<file path="src/rtl/ptg_pkg.sv">
// Shared definitions for pulse_timing_gen: register offsets, CTRL/STATUS bit indices, FSM states.
// Pure declarations: no latency or backpressure of its own.
package ptg_pkg;

    typedef enum logic [1:0] {
        ST_IDLE = 2'd0,
        ST_ARM  = 2'd1,
        ST_RUN  = 2'd2,
        ST_DONE = 2'd3
    } ptg_state_e;

    localparam logic [7:0] OFS_CTRL   = 8'h80;
    localparam logic [7:0] OFS_PERIOD = 8'h84;
    localparam logic [7:0] OFS_FRAMES = 8'h88;
    localparam logic [7:0] OFS_STATUS = 8'h8C;
    localparam logic [7:0] OFS_IRQ_EN = 8'h90;

    localparam int CTRL_START     = 0;
    localparam int CTRL_ABORT     = 1;
    localparam int CTRL_CONT      = 2;
    localparam int STAT_DONE      = 0;
    localparam int STAT_BUSY      = 1;
    localparam int STAT_STATE_LSB = 2;
    localparam int STAT_FRAME     = 4;
    localparam int STAT_FD_LSB    = 16;
    localparam int IRQ_DONE       = 0;
    localparam int IRQ_FRAME      = 1;

    // Byte-lane merge over the low half-word; upper lanes are not backed by storage.
    function automatic logic [15:0] wb_merge16(input logic [15:0] old_val,
                                               input logic [31:0] dat,
                                               input logic [3:0]  sel);
        logic [15:0] v;
        v = old_val;
        if (sel[0]) v[7:0]  = dat[7:0];
        if (sel[1]) v[15:8] = dat[15:8];
        return v;
    endfunction

endpackage

</file>
<file path="src/rtl/ptg_window.sv">
// Per-channel window compare on the shadow edges; handles normal, wrap-around and empty windows.
// Purely combinational (zero latency), no backpressure.
module ptg_window #(
    parameter int CNT_W = 11
) (
    input  logic [CNT_W-1:0] i_cnt,
    input  logic [CNT_W-1:0] i_up,
    input  logic [CNT_W-1:0] i_down,
    input  logic [CNT_W-1:0] i_period,
    output logic             o_hit
);

    logic w_up_ok;
    logic w_dn_ok;
    logic w_rise;
    logic w_before_fall;

    // An edge at or beyond the period never fires: a missing fall keeps the channel high to frame end.
    assign w_up_ok       = i_up < i_period;
    assign w_dn_ok       = i_down < i_period;
    assign w_rise        = w_up_ok && (i_cnt >= i_up);
    assign w_before_fall = !w_dn_ok || (i_cnt < i_down);

    assign o_hit = (i_up < i_down) ? (w_rise && w_before_fall) :
                   (i_up > i_down) ? (w_rise || w_before_fall) : 1'b0;

endmodule

</file>
<file path="src/rtl/pulse_timing_gen.sv">
// Wishbone-programmable NUM_CH pulse sequencer with frame shadowing; PTG_IRQ_EN adds IRQ_EN/frame flag/irq_o.
// ch_out/frame_sync_o lag the counter by 1 cycle; WB ack 1 cycle after access, never stalls.
module pulse_timing_gen
    import ptg_pkg::*;
#(
    parameter int         NUM_CH      = 8,
    parameter int         CNT_W       = 11,
    parameter logic [3:0] BASE_NIBBLE = 4'h3
) (
    input  logic              wb_clk_i,
    input  logic              wb_rst_ni,
    input  logic              wbs_cyc_i,
    input  logic              wbs_stb_i,
    input  logic              wbs_we_i,
    input  logic [3:0]        wbs_sel_i,
    input  logic [31:0]       wbs_adr_i,
    input  logic [31:0]       wbs_dat_i,
    output logic              wbs_ack_o,
    output logic [31:0]       wbs_dat_o,
    input  logic              start_i,
    input  logic              abort_i,
    output logic [NUM_CH-1:0] ch_out,
    output logic              frame_sync_o,
    output logic              busy_o,
    output logic              done_o,
    output logic              irq_o
);

    logic [CNT_W-1:0] r_up     [NUM_CH];
    logic [CNT_W-1:0] r_down   [NUM_CH];
    logic [CNT_W-1:0] r_s_up   [NUM_CH];
    logic [CNT_W-1:0] r_s_down [NUM_CH];
    logic [CNT_W-1:0] r_period, r_s_period, r_cnt;
    logic [15:0]      r_frames, r_s_frames, r_frames_done;
    logic             r_cont, r_s_cont, r_start_q, r_done, r_fs;
    logic [NUM_CH-1:0] r_ch;
    ptg_state_e       r_state, w_state_nxt;

    logic [7:0]        w_ofs;
    logic              w_access, w_wr, w_rd, w_wr_ctrl, w_clr_wr;
    logic              w_start, w_abort, w_busy, w_run_ok, w_wrap, w_last, w_load, w_done_nxt;
    logic              w_frame_flag;
    logic [CNT_W-1:0]  w_eff_period;
    logic [15:0]       w_eff_frames, w_fd_inc;
    logic [NUM_CH-1:0] w_win;
    logic [31:0]       w_rd_dat;
    logic              w_unused_wb;

    assign w_unused_wb = ^{wbs_adr_i[27:8], wbs_dat_i[31:16], wbs_sel_i[3:2]};

    assign w_ofs     = wbs_adr_i[7:0];
    assign w_access  = wbs_cyc_i && wbs_stb_i && (wbs_adr_i[31:28] == BASE_NIBBLE) && !wbs_ack_o;
    assign w_wr      = w_access && wbs_we_i;
    assign w_rd      = w_access && !wbs_we_i;
    assign w_wr_ctrl = w_wr && (w_ofs == OFS_CTRL) && wbs_sel_i[0];
    assign w_clr_wr  = w_wr && (w_ofs == OFS_STATUS) && wbs_sel_i[0];

    assign w_start      = (w_wr_ctrl && wbs_dat_i[CTRL_START]) || (start_i && !r_start_q);
    assign w_abort      = (w_wr_ctrl && wbs_dat_i[CTRL_ABORT]) || abort_i;
    assign w_busy       = (r_state == ST_ARM) || (r_state == ST_RUN);
    assign w_run_ok     = (r_state == ST_RUN) && !w_abort;
    assign w_eff_period = (r_s_period < CNT_W'(2)) ? CNT_W'(2) : r_s_period;
    assign w_wrap       = r_cnt == (w_eff_period - CNT_W'(1));
    assign w_eff_frames = (r_s_frames == 16'd0) ? 16'd1 : r_s_frames;
    assign w_fd_inc     = r_frames_done + 16'd1;
    assign w_last       = !r_s_cont && (w_fd_inc == w_eff_frames);
    assign w_load       = ((r_state == ST_ARM) && !w_abort) || (w_run_ok && w_wrap && !w_last);
    assign w_done_nxt   = (r_state == ST_DONE) ? 1'b1 :
                          (w_clr_wr && wbs_dat_i[STAT_DONE]) ? 1'b0 : r_done;

    always_ff @(posedge wb_clk_i or negedge wb_rst_ni) begin
        if (!wb_rst_ni) r_state <= ST_IDLE;
        else            r_state <= w_state_nxt;
    end

    always_comb begin
        w_state_nxt = r_state;
        case (r_state)
            ST_IDLE: if (w_start) w_state_nxt = ST_ARM;
            ST_ARM:  w_state_nxt = w_abort ? ST_IDLE : ST_RUN;
            ST_RUN:  begin
                if (w_abort)               w_state_nxt = ST_IDLE;
                else if (w_wrap && w_last) w_state_nxt = ST_DONE;
            end
            default: w_state_nxt = ST_IDLE;
        endcase
    end

    always_ff @(posedge wb_clk_i or negedge wb_rst_ni) begin
        if (!wb_rst_ni) begin
            for (int c = 0; c < NUM_CH; c++) begin
                r_up[c]   <= '0;
                r_down[c] <= '0;
            end
            r_period <= '0;
            r_frames <= '0;
            r_cont   <= 1'b0;
        end else if (w_wr) begin
            for (int c = 0; c < NUM_CH; c++) begin
                if (w_ofs == 8'(8 * c))
                    r_up[c] <= CNT_W'(wb_merge16(16'(r_up[c]), wbs_dat_i, wbs_sel_i));
                if (w_ofs == 8'(8 * c + 4))
                    r_down[c] <= CNT_W'(wb_merge16(16'(r_down[c]), wbs_dat_i, wbs_sel_i));
            end
            if (w_ofs == OFS_PERIOD)
                r_period <= CNT_W'(wb_merge16(16'(r_period), wbs_dat_i, wbs_sel_i));
            if (w_ofs == OFS_FRAMES)
                r_frames <= wb_merge16(r_frames, wbs_dat_i, wbs_sel_i);
            if (w_wr_ctrl)
                r_cont <= wbs_dat_i[CTRL_CONT];
        end
    end

    // Abort freezes the counters so frames_done stays readable after an early stop.
    always_ff @(posedge wb_clk_i or negedge wb_rst_ni) begin
        if (!wb_rst_ni) begin
            for (int c = 0; c < NUM_CH; c++) begin
                r_s_up[c]   <= '0;
                r_s_down[c] <= '0;
            end
            r_s_period    <= '0;
            r_s_frames    <= '0;
            r_s_cont      <= 1'b0;
            r_cnt         <= '0;
            r_frames_done <= '0;
            r_start_q     <= 1'b0;
            r_ch          <= '0;
            r_fs          <= 1'b0;
            r_done        <= 1'b0;
        end else begin
            r_start_q <= start_i;
            if (w_load) begin
                r_s_up     <= r_up;
                r_s_down   <= r_down;
                r_s_period <= r_period;
                r_s_frames <= r_frames;
                r_s_cont   <= r_cont;
            end
            if ((r_state == ST_ARM) && !w_abort) begin
                r_cnt         <= '0;
                r_frames_done <= '0;
            end else if (w_run_ok) begin
                if (w_wrap) begin
                    r_cnt         <= '0;
                    r_frames_done <= w_fd_inc;
                end else begin
                    r_cnt <= r_cnt + CNT_W'(1);
                end
            end
            r_ch   <= w_run_ok ? w_win : '0;
            r_fs   <= w_run_ok && (r_cnt == '0);
            r_done <= w_done_nxt;
        end
    end

    for (genvar c = 0; c < NUM_CH; c++) begin : g_win
        ptg_window #(.CNT_W(CNT_W)) u_win (
            .i_cnt    (r_cnt),
            .i_up     (r_s_up[c]),
            .i_down   (r_s_down[c]),
            .i_period (w_eff_period),
            .o_hit    (w_win[c])
        );
    end

`ifdef PTG_IRQ_EN
    logic [1:0] r_irq_en;
    logic       r_frame_flag, r_irq, w_flag_nxt;

    always_comb begin
        w_flag_nxt = r_frame_flag;
        if (w_clr_wr && wbs_dat_i[STAT_FRAME]) w_flag_nxt = 1'b0;
        if (w_run_ok && w_wrap)                w_flag_nxt = 1'b1;
    end

    always_ff @(posedge wb_clk_i or negedge wb_rst_ni) begin
        if (!wb_rst_ni) begin
            r_irq_en     <= '0;
            r_frame_flag <= 1'b0;
            r_irq        <= 1'b0;
        end else begin
            r_frame_flag <= w_flag_nxt;
            if (w_wr && (w_ofs == OFS_IRQ_EN) && wbs_sel_i[0]) r_irq_en <= wbs_dat_i[1:0];
            r_irq <= (r_irq_en[IRQ_DONE] && w_done_nxt) || (r_irq_en[IRQ_FRAME] && w_flag_nxt);
        end
    end

    assign w_frame_flag = r_frame_flag;
    assign irq_o        = r_irq;
`else
    assign w_frame_flag = 1'b0;
    assign irq_o        = 1'b0;
`endif

    always_comb begin
        w_rd_dat = '0;
        for (int c = 0; c < NUM_CH; c++) begin
            if (w_ofs == 8'(8 * c))     w_rd_dat[CNT_W-1:0] = r_up[c];
            if (w_ofs == 8'(8 * c + 4)) w_rd_dat[CNT_W-1:0] = r_down[c];
        end
        if (w_ofs == OFS_CTRL)   w_rd_dat[CTRL_CONT]   = r_cont;
        if (w_ofs == OFS_PERIOD) w_rd_dat[CNT_W-1:0]   = r_period;
        if (w_ofs == OFS_FRAMES) w_rd_dat[15:0]        = r_frames;
        if (w_ofs == OFS_STATUS) begin
            w_rd_dat[STAT_FD_LSB +: 16]  = r_frames_done;
            w_rd_dat[STAT_FRAME]         = w_frame_flag;
            w_rd_dat[STAT_STATE_LSB +: 2] = r_state;
            w_rd_dat[STAT_BUSY]          = w_busy;
            w_rd_dat[STAT_DONE]          = r_done;
        end
`ifdef PTG_IRQ_EN
        if (w_ofs == OFS_IRQ_EN) w_rd_dat[1:0] = r_irq_en;
`endif
    end

    always_ff @(posedge wb_clk_i or negedge wb_rst_ni) begin
        if (!wb_rst_ni) begin
            wbs_ack_o <= 1'b0;
            wbs_dat_o <= '0;
        end else begin
            wbs_ack_o <= w_access;
            wbs_dat_o <= w_rd ? w_rd_dat : '0;
        end
    end

    assign ch_out       = r_ch;
    assign frame_sync_o = r_fs;
    assign busy_o       = w_busy;
    assign done_o       = r_done;

endmodule

</file>
<file path="config.mk">
export PLATFORM = sky130hd
export DESIGN_NAME = pulse_timing_gen
export DESIGN_NICKNAME = d
export VERILOG_FILES = /design/src/rtl/ptg_pkg.sv /design/src/rtl/ptg_window.sv /design/src/rtl/pulse_timing_gen.sv
export SDC_FILE = /design/constraint.sdc
export NUM_CORES = 1
export LEC_CHECK = 0
export ABC_AREA = 0
export CAP_MARGIN = 20
export CORE_ASPECT_RATIO = 0.9
export CORE_UTILIZATION = 44
export CTS_BUF_LIST = sky130_fd_sc_hd__clkbuf_2
export DETAILED_ROUTE_END_ITERATION = 6
export PLACE_DENSITY = 0.72
export SLEW_MARGIN = 0
export SYNTH_ARGS = -nofsm -noshare
export SYNTH_HDL_FRONTEND = slang
export SYNTH_SLANG_ARGS = --single-unit
</file>
<file path="constraint.sdc">
create_clock -name wb_clk_i -period 12.9 [get_ports wb_clk_i]
set_input_delay 1.29 -clock wb_clk_i [delete_from_list [all_inputs] [get_ports wb_clk_i]]
set_output_delay 1.29 -clock wb_clk_i [all_outputs]
set_load 0.005 [all_outputs]
</file>
Word level (Yosys, flattened, before mapping):

Cells that the tools add are included.

* output and inout port bits: 45
* word-level logic and storage cells: 314
* register bits after elaboration: 481

* multiplexer cells: 54
* reductions and logical operators: 116
* $add $sub $neg: 3
* equal/unequal tests: 27
* magnitude comparators: 49

Operators by type and width (count)
* $lt 11x11->1: 32
* $mux 11: 21
* $reduce_and 3->1: 36
* $mux 16: 6
* $ge 11x11->1: 8
* $gt 11x11->1: 8
* $eq 8x6->1 const B: 8
* $logic_and 1x1->1: 36
* $eq 8x5->1 const B: 4
* $eq 8x8->1 const B: 4
* $mux 32: 1
* $logic_or 1x1->1: 20
* $mux 1: 19
* $add 16x1->16 const B: 1
* $eq 16x16->1: 1
* $eq 8x4->1 const B: 2
* $logic_not 16->1: 1
* $logic_not 1->1: 14
* $add 11x1->11 const B: 1
* $eq 11x11->1: 1
* $logic_not 11->1: 1
* $lt 11x2->1 const B: 1
* $sub 11x1->11 const B: 1
* $eq 8x3->1 const B: 1
* 13 further kinds: 21

Logic depth before layout (Yosys ltp):

* word-level depth: 22
* gate-level depth with buffers: 15
* gate-level depth less buffers: 13

Modules after synthesis:

A second synthesis with hierarchy kept.

* cell total of the unflattened synthesis: 3951
* area total of the unflattened synthesis: 36282.3 um^2

Modules (own cells, without submodules)
* pulse_timing_gen: cells each 2607, area an instance 25942.4 um^2, times used 1, seq. area each 12036.5 um^2
* ptg_window: cells each 168, area an instance 1292.5 um^2, times used 8, seq. area each 0.0 um^2

Least setup slack after synthesis:

No wires, ideal clock.

* kind: register to register
* start: register r_s_period[6]
* end: register r_s_cont
* path buffers: 4
* path slack: 8.473 ns
* clock period less this slack: 4.427 ns
* data arrival time: 4.299 ns
* cell stages (with the launch flop): 15
* required time: 12.773 ns
* path through: dfrtp_1 > or4_1 > clkbuf_1 > o31ai_2 > clkbuf_1 > ha_1 > nor4b_1 > nand3_1 > a211oi_1 > o22ai_1 > or4_1 > o21ai_4 > buf_6 > buf_6 > mux2_1

* word-level cells in the longest chain between the ends: 7

Ends and longest elaborated chain
* start: declaration: line pulse_timing_gen.sv:33 `logic [CNT_W-1:0] r_period, r_s_period, r_cnt;`
* start signal: assignment: line pulse_timing_gen.sv:135 `r_s_period <= r_period;`
* $lt 11x2->1: line pulse_timing_gen.sv:62 `assign w_eff_period = (r_s_period < CNT_W'(2)) ? CNT_W'(2) : r_s_period;`
* $mux 11 (*): line pulse_timing_gen.sv:62
* $sub 11x1->11 (*): line pulse_timing_gen.sv:63 `assign w_wrap = r_cnt == (w_eff_period - CNT_W'(1));`
* $eq 11x11->1 (*): line pulse_timing_gen.sv:63
* $logic_and 1x1->1 (*) (2 in a row): line pulse_timing_gen.sv:67 `assign w_load = ((r_state == ST_ARM) && !w_abort) || (w_run_ok && w_wrap && !w_last);`
* $logic_or 1x1->1 (*): line pulse_timing_gen.sv:67
* end signal: assignment: line pulse_timing_gen.sv:137 `r_s_cont <= r_cont;`
* end: declaration: line pulse_timing_gen.sv:35 `logic r_cont, r_s_cont, r_start_q, r_done, r_fs;`

Mark *: on every way between the ends. The rest lies on a longest branch, timed or not.
A chain may end at the register's enable or synchronous reset.

Final worst setup path:

* start: register r_s_period[6]
* end: register r_s_down[85] in the netlist's numbering

* word-level cells in the longest chain between the ends: 7

Ends and longest elaborated chain
* $lt 11x2->1: line pulse_timing_gen.sv:62
* $mux 11 (*): line pulse_timing_gen.sv:62
* $sub 11x1->11 (*): line pulse_timing_gen.sv:63
* $eq 11x11->1 (*): line pulse_timing_gen.sv:63
* $logic_and 1x1->1 (*) (2 in a row): line pulse_timing_gen.sv:67
* $logic_or 1x1->1 (*): line pulse_timing_gen.sv:67
* end signal: assignment: line pulse_timing_gen.sv:134 `r_s_down <= r_down;`
* end: declaration: line pulse_timing_gen.sv:32 `logic [CNT_W-1:0] r_s_down [NUM_CH];`

Marks and branches as above.

==> impl_table.tex <==
\begin{tabular}{lr}
\hline
Metric & Value \\
\hline
\multicolumn{2}{l}{\textbf{Worst setup path}} \\
Capturing element type of the critical path & register \\
Crit-path cells & or4\_1, o31ai\_4, buf\_4, ha\_1, nor4b\_1, nand3\_1, a211oi\_1, o22ai\_1, or4\_1, o21ai\_4, buf\_4, buf\_4, mux2\_2 \\
Setup crit start kind & register \\
Worst-path maximum fanout & 64 \\
Critical path class & reg2reg \\
Cell family with the largest share of critical-path delay & buffers and inverters \\
Data arrival at the endpoint of the critical path & 7590 ps \\
Required time worst endpoint & 14050 ps \\
Cell at the slowest stage of the critical path & sky130\_fd\_sc\_hd\_\_buf\_4 \\
Crit-path max cell delay & 770 ps \\
Worst flop-to-flop path endpoint & r\_s\_down[85] \\
Count of cells along the worst register-to-register path & 13 \\
CP bufs+invs & 3 \\
Reg-to-reg startpoint & r\_s\_period[6] \\
Worst-case register-to-register setup slack & 6450 ps \\
Path length in cells of the critical path & 13 \\
Most used cell along the critical path & sky130\_fd\_sc\_hd\_\_buf\_4 \\
\multicolumn{2}{l}{\textbf{Synth}} \\
Number of nets produced by synthesis & 3268 \\
Number of synthesized register bits & 481 \\
Number of distinct standard cells referenced by the synthesized netlist & 73 \\
Syn Area/Cell & 10.96 um\^{}2 \\
Number of synthesized flops with an enable pin & 0 \\
Cell area after synthesis & 30340 um\^{}2 \\
Post-synthesis cell count & 2769 \\
Total number of yosys warnings & 0 \\
Sequential fraction of the synthesis area & 39.68\% \\
Leading register cell type out of synthesis & sky130\_fd\_sc\_hd\_\_dfrtp\_1 \\
Fraction of registers with async set/reset & 100.0\% \\
\multicolumn{2}{l}{\textbf{Floorplan}} \\
Area of the core & 67560 um\^{}2 \\
Number of placement rows & 90 \\
Die area & 70000 um\^{}2 \\
Width of the die & 278.8 um \\
Starting density of the core & 44.90\% \\
Die boundary height & 251.1 um \\
Top Ports & 120 \\
\multicolumn{2}{l}{\textbf{CTS}} \\
H-tree depth & 4 \\
CTS-repair resized insts & 0 \\
Maximum number of buffers from clock root to sink & 3 \\
Clock buffer count from CTS & 130 \\
Clock Pin Slew Worst Setup and Hold Paths & 120 ps \\
Hold-fix buffers, CTS & 1 \\
Clock insertion delay at the later pin of the skew report & 1330 ps \\
Clock root buffer & sky130\_fd\_sc\_hd\_\_clkbuf\_2 \\
Total number of clock tree sinks & 481 \\
CTS tree & done \\
\# Post-CTS Setup Buffers & 0 \\
\multicolumn{2}{l}{\textbf{Global route}} \\
Largest net degree at the start of global routing & 176 \\
Initial antenna violation count & 8 \\
Combined global-route utilization of all metal layers & 26.28\% \\
GR Overflow Total & 0 \\
Via count of the first global-routing pass & 23110 \\
First-pass GRT wire length & 139400 um \\
\multicolumn{2}{l}{\textbf{STA}} \\
Top achievable clock speed & 155.2 MHz \\
Count of endpoints failing hold in the final timing report & 0 \\
Setup TNS & 0 ps \\
Total count of max-transition violations in the final report & 0 \\
Crit path time final & 6445 ps \\
Final setup fails & 0 \\
Final worst path period share & 49.96\% \\
Worst hold margin & 472.9 ps \\
Worst Tran Pin Value & 1270 ps \\
RSZ-0062 raised after global routing & no \\
Layout Skew & 79.28 ps \\
Headroom to the max-slew limit & 13.14\% \\
\multicolumn{2}{l}{\textbf{Power}} \\
Static Leakage & 16.61 nW \\
Pwr Total & 3.113 mW \\
Power density over cell area & 93.23 nW/um\^{}2 \\
Maximum ir drop on the vdd rail & 0.00006783 V \\
\multicolumn{2}{l}{\textbf{Place}} \\
Number of placed instances, taps included & 3683 \\
Gpl congestion & 1.005 \\
Total of buffers placed on input and output ports & 80 \\
Placed wire-length estimate after detailed placement & 63910 um \\
\multicolumn{2}{l}{\textbf{Drt}} \\
Number of DRC violations after detailed-routing iteration 0 & 2070 \\
Overall routed net length & 90360 um \\
Final antenna-violating net count & 0 \\
1st-pass router iterations & 7 \\
DRC Markers & 0 \\
Wire length per cell after detailed routing & 23.08 um \\
Vias & 23580 \\
Via density per instance & 6.022 \\
\multicolumn{2}{l}{\textbf{Run}} \\
Max-capacitance violation count & 0 \\
\multicolumn{2}{l}{\textbf{Run status}} \\
Status & completed \\
\multicolumn{2}{l}{\textbf{Layout}} \\
Number of standard cells in the final layout excluding fillers & 3915 \\
Layout cells sized above 1 & 17.69\% \\
Nets@finish & 3441 \\
Area Overhead vs Synth & 10.08\% \\
\multicolumn{2}{l}{\textbf{Worst hold path}} \\
Worst min-delay path startpoint & start\_i \\
Hold Crit Depth & 1 \\
Hold endpoint & r\_start\_q \\
Type of the worst min-delay path & in2reg \\
\hline
\end{tabular}
-- cell families (layout without fill, tap and decap cells) --
| family | count (synthesis) | after routing | synth area share [%] |
|---|---|---|---|
| other cells | 1 | 12 | 0.01236 |
| flops | 481 | 481 | 39.68 |
| fa+ha+maj | 424 | 424 | 17.49 |
| simple gates | 546 | 546 | 9.280 |
| buf+inv | 292 | 553 | 4.096 |
| compound gates | 570 | 570 | 12.57 |
| xor+xnor | 42 | 42 | 1.213 |
| mux | 413 | 413 | 15.67 |
-- power breakdown --
| group | leakage [nW] | total, mW | internal [mW] | switching [mW] |
|---|---|---|---|---|
| logic | 9.00 | 0.440 | 0.167 | 0.272 |
| registers | 6.71 | 1.53 | 1.51 | 0.0156 |
| clock network | 0.902 | 1.14 | 0.461 | 0.682 |
-- layer usage --
| metal | global-route usage, % | up-vias | wire length, um |
|---|---|---|---|
| met3 | 6.831 | 246 | 7787 |
| met5 | 0 | - | 37 |
| li1 | - | 10750 | - |
| met1 | 36.46 | 11590 | 40300 |
| met2 | 38.51 | 991 | 38390 |
| met4 | 11.55 | 6 | 3838 |
-- synth_stat cells (all sizes together) (18+ instances only) --
| cell | instances | share of area [%] |
|---|---|---|
| a211oi | 35 | 0.88 |
| a21o | 56 | 1.4 |
| a21oi | 131 | 2.2 |
| a22oi | 31 | 0.77 |
| and2 | 22 | 0.45 |
| and3 | 18 | 0.37 |
| buf | 30 | 0.85 |
| clkbuf | 54 | 0.67 |
| dfrtp | 481 | 40 |
| ha | 424 | 17 |
| inv | 208 | 2.6 |
| mux2 | 394 | 15 |
| nand2 | 112 | 1.4 |
| nand2b | 28 | 0.58 |
| nand3 | 45 | 0.74 |
| nand4 | 67 | 1.4 |
| nor2 | 126 | 1.6 |
| nor2b | 28 | 0.58 |
| nor3 | 30 | 0.49 |
| o211ai | 23 | 0.57 |
| o21a | 25 | 0.62 |
| o21ai | 119 | 2.0 |
| xnor2 | 24 | 0.69 |
| xor2 | 18 | 0.52 |
-- cells in the final DEF, fill, tap and decap left out, types with 34 or more instances in the layout --
cell type | netlist | layout
sky130_fd_sc_hd__a21oi_1 | 131 | 131
sky130_fd_sc_hd__buf_4 | 1 | 42
sky130_fd_sc_hd__mux2_2 | 258 | 258
sky130_fd_sc_hd__inv_1 | 208 | 208
sky130_fd_sc_hd__clkdlybuf4s50_1 | 0 | 79
sky130_fd_sc_hd__o21ai_0 | 118 | 118
sky130_fd_sc_hd__mux2_1 | 136 | 136
sky130_fd_sc_hd__nor2_1 | 125 | 124
sky130_fd_sc_hd__ha_1 | 424 | 424
sky130_fd_sc_hd__nand3_1 | 45 | 45
sky130_fd_sc_hd__a211oi_1 | 34 | 34
sky130_fd_sc_hd__a21o_1 | 56 | 56
sky130_fd_sc_hd__clkbuf_2 | 0 | 180
sky130_fd_sc_hd__dfrtp_1 | 481 | 481
sky130_fd_sc_hd__nand2_1 | 112 | 112
sky130_fd_sc_hd__nand4_1 | 67 | 67
-- sequential cells by signal, summed over array words and instances (netlist names), 2 cells and up --
signal         count
r_frames_done     16
r_s_up            88
r_down            88
r_period          11
r_up              88
wbs_dat_o         32
r_s_frames        16
r_frames          16
r_state            2
r_s_down          88
ch_out             8
r_cnt             11
r_s_period        11
-- how the worst max path moves through the flow --
stage,startpoint,end
6_report,r_s_period[6],r_s_down[85]
5_1_grt,r_s_period[5],r_s_down[85]
4_1_cts,r_s_period[5],r_s_down[85]
3_5_place_dp,wbs_dat_i[1],r_s_down[70]
3_3_place_gp,wbs_dat_i[1],r_s_down[70]
2_1_floorplan,r_s_period[6],r_s_cont
-- layout make-up --
| type | instances | area [um^2] |
|---|---|---|
| Antenna cell | 11 | 27.53 |
| Sequential cell | 481 | 12040 |
| Timing Repair Buffer | 125 | 1171 |
| Tap cell | 874 | 1094 |
| Clock inverter | 40 | 295.3 |
| Clock buffer | 180 | 900.9 |
| Fill cell | 6122 | 34170 |
| Multi-Input combinational cell | 1996 | 17090 |
| Inverter | 208 | 780.7 |
-- metrics by stage --
step,util (%),cell area [um^2],setup WS (ps)
floorplan,-,30340,8473
global placement,47.60,32160,6396
detailed placement,47.60,32160,6403
CTS,49.38,33360,6521
global route,49.42,33390,6034
finish,49.42,33390,6455
Power figures use the tool's default switching activity.
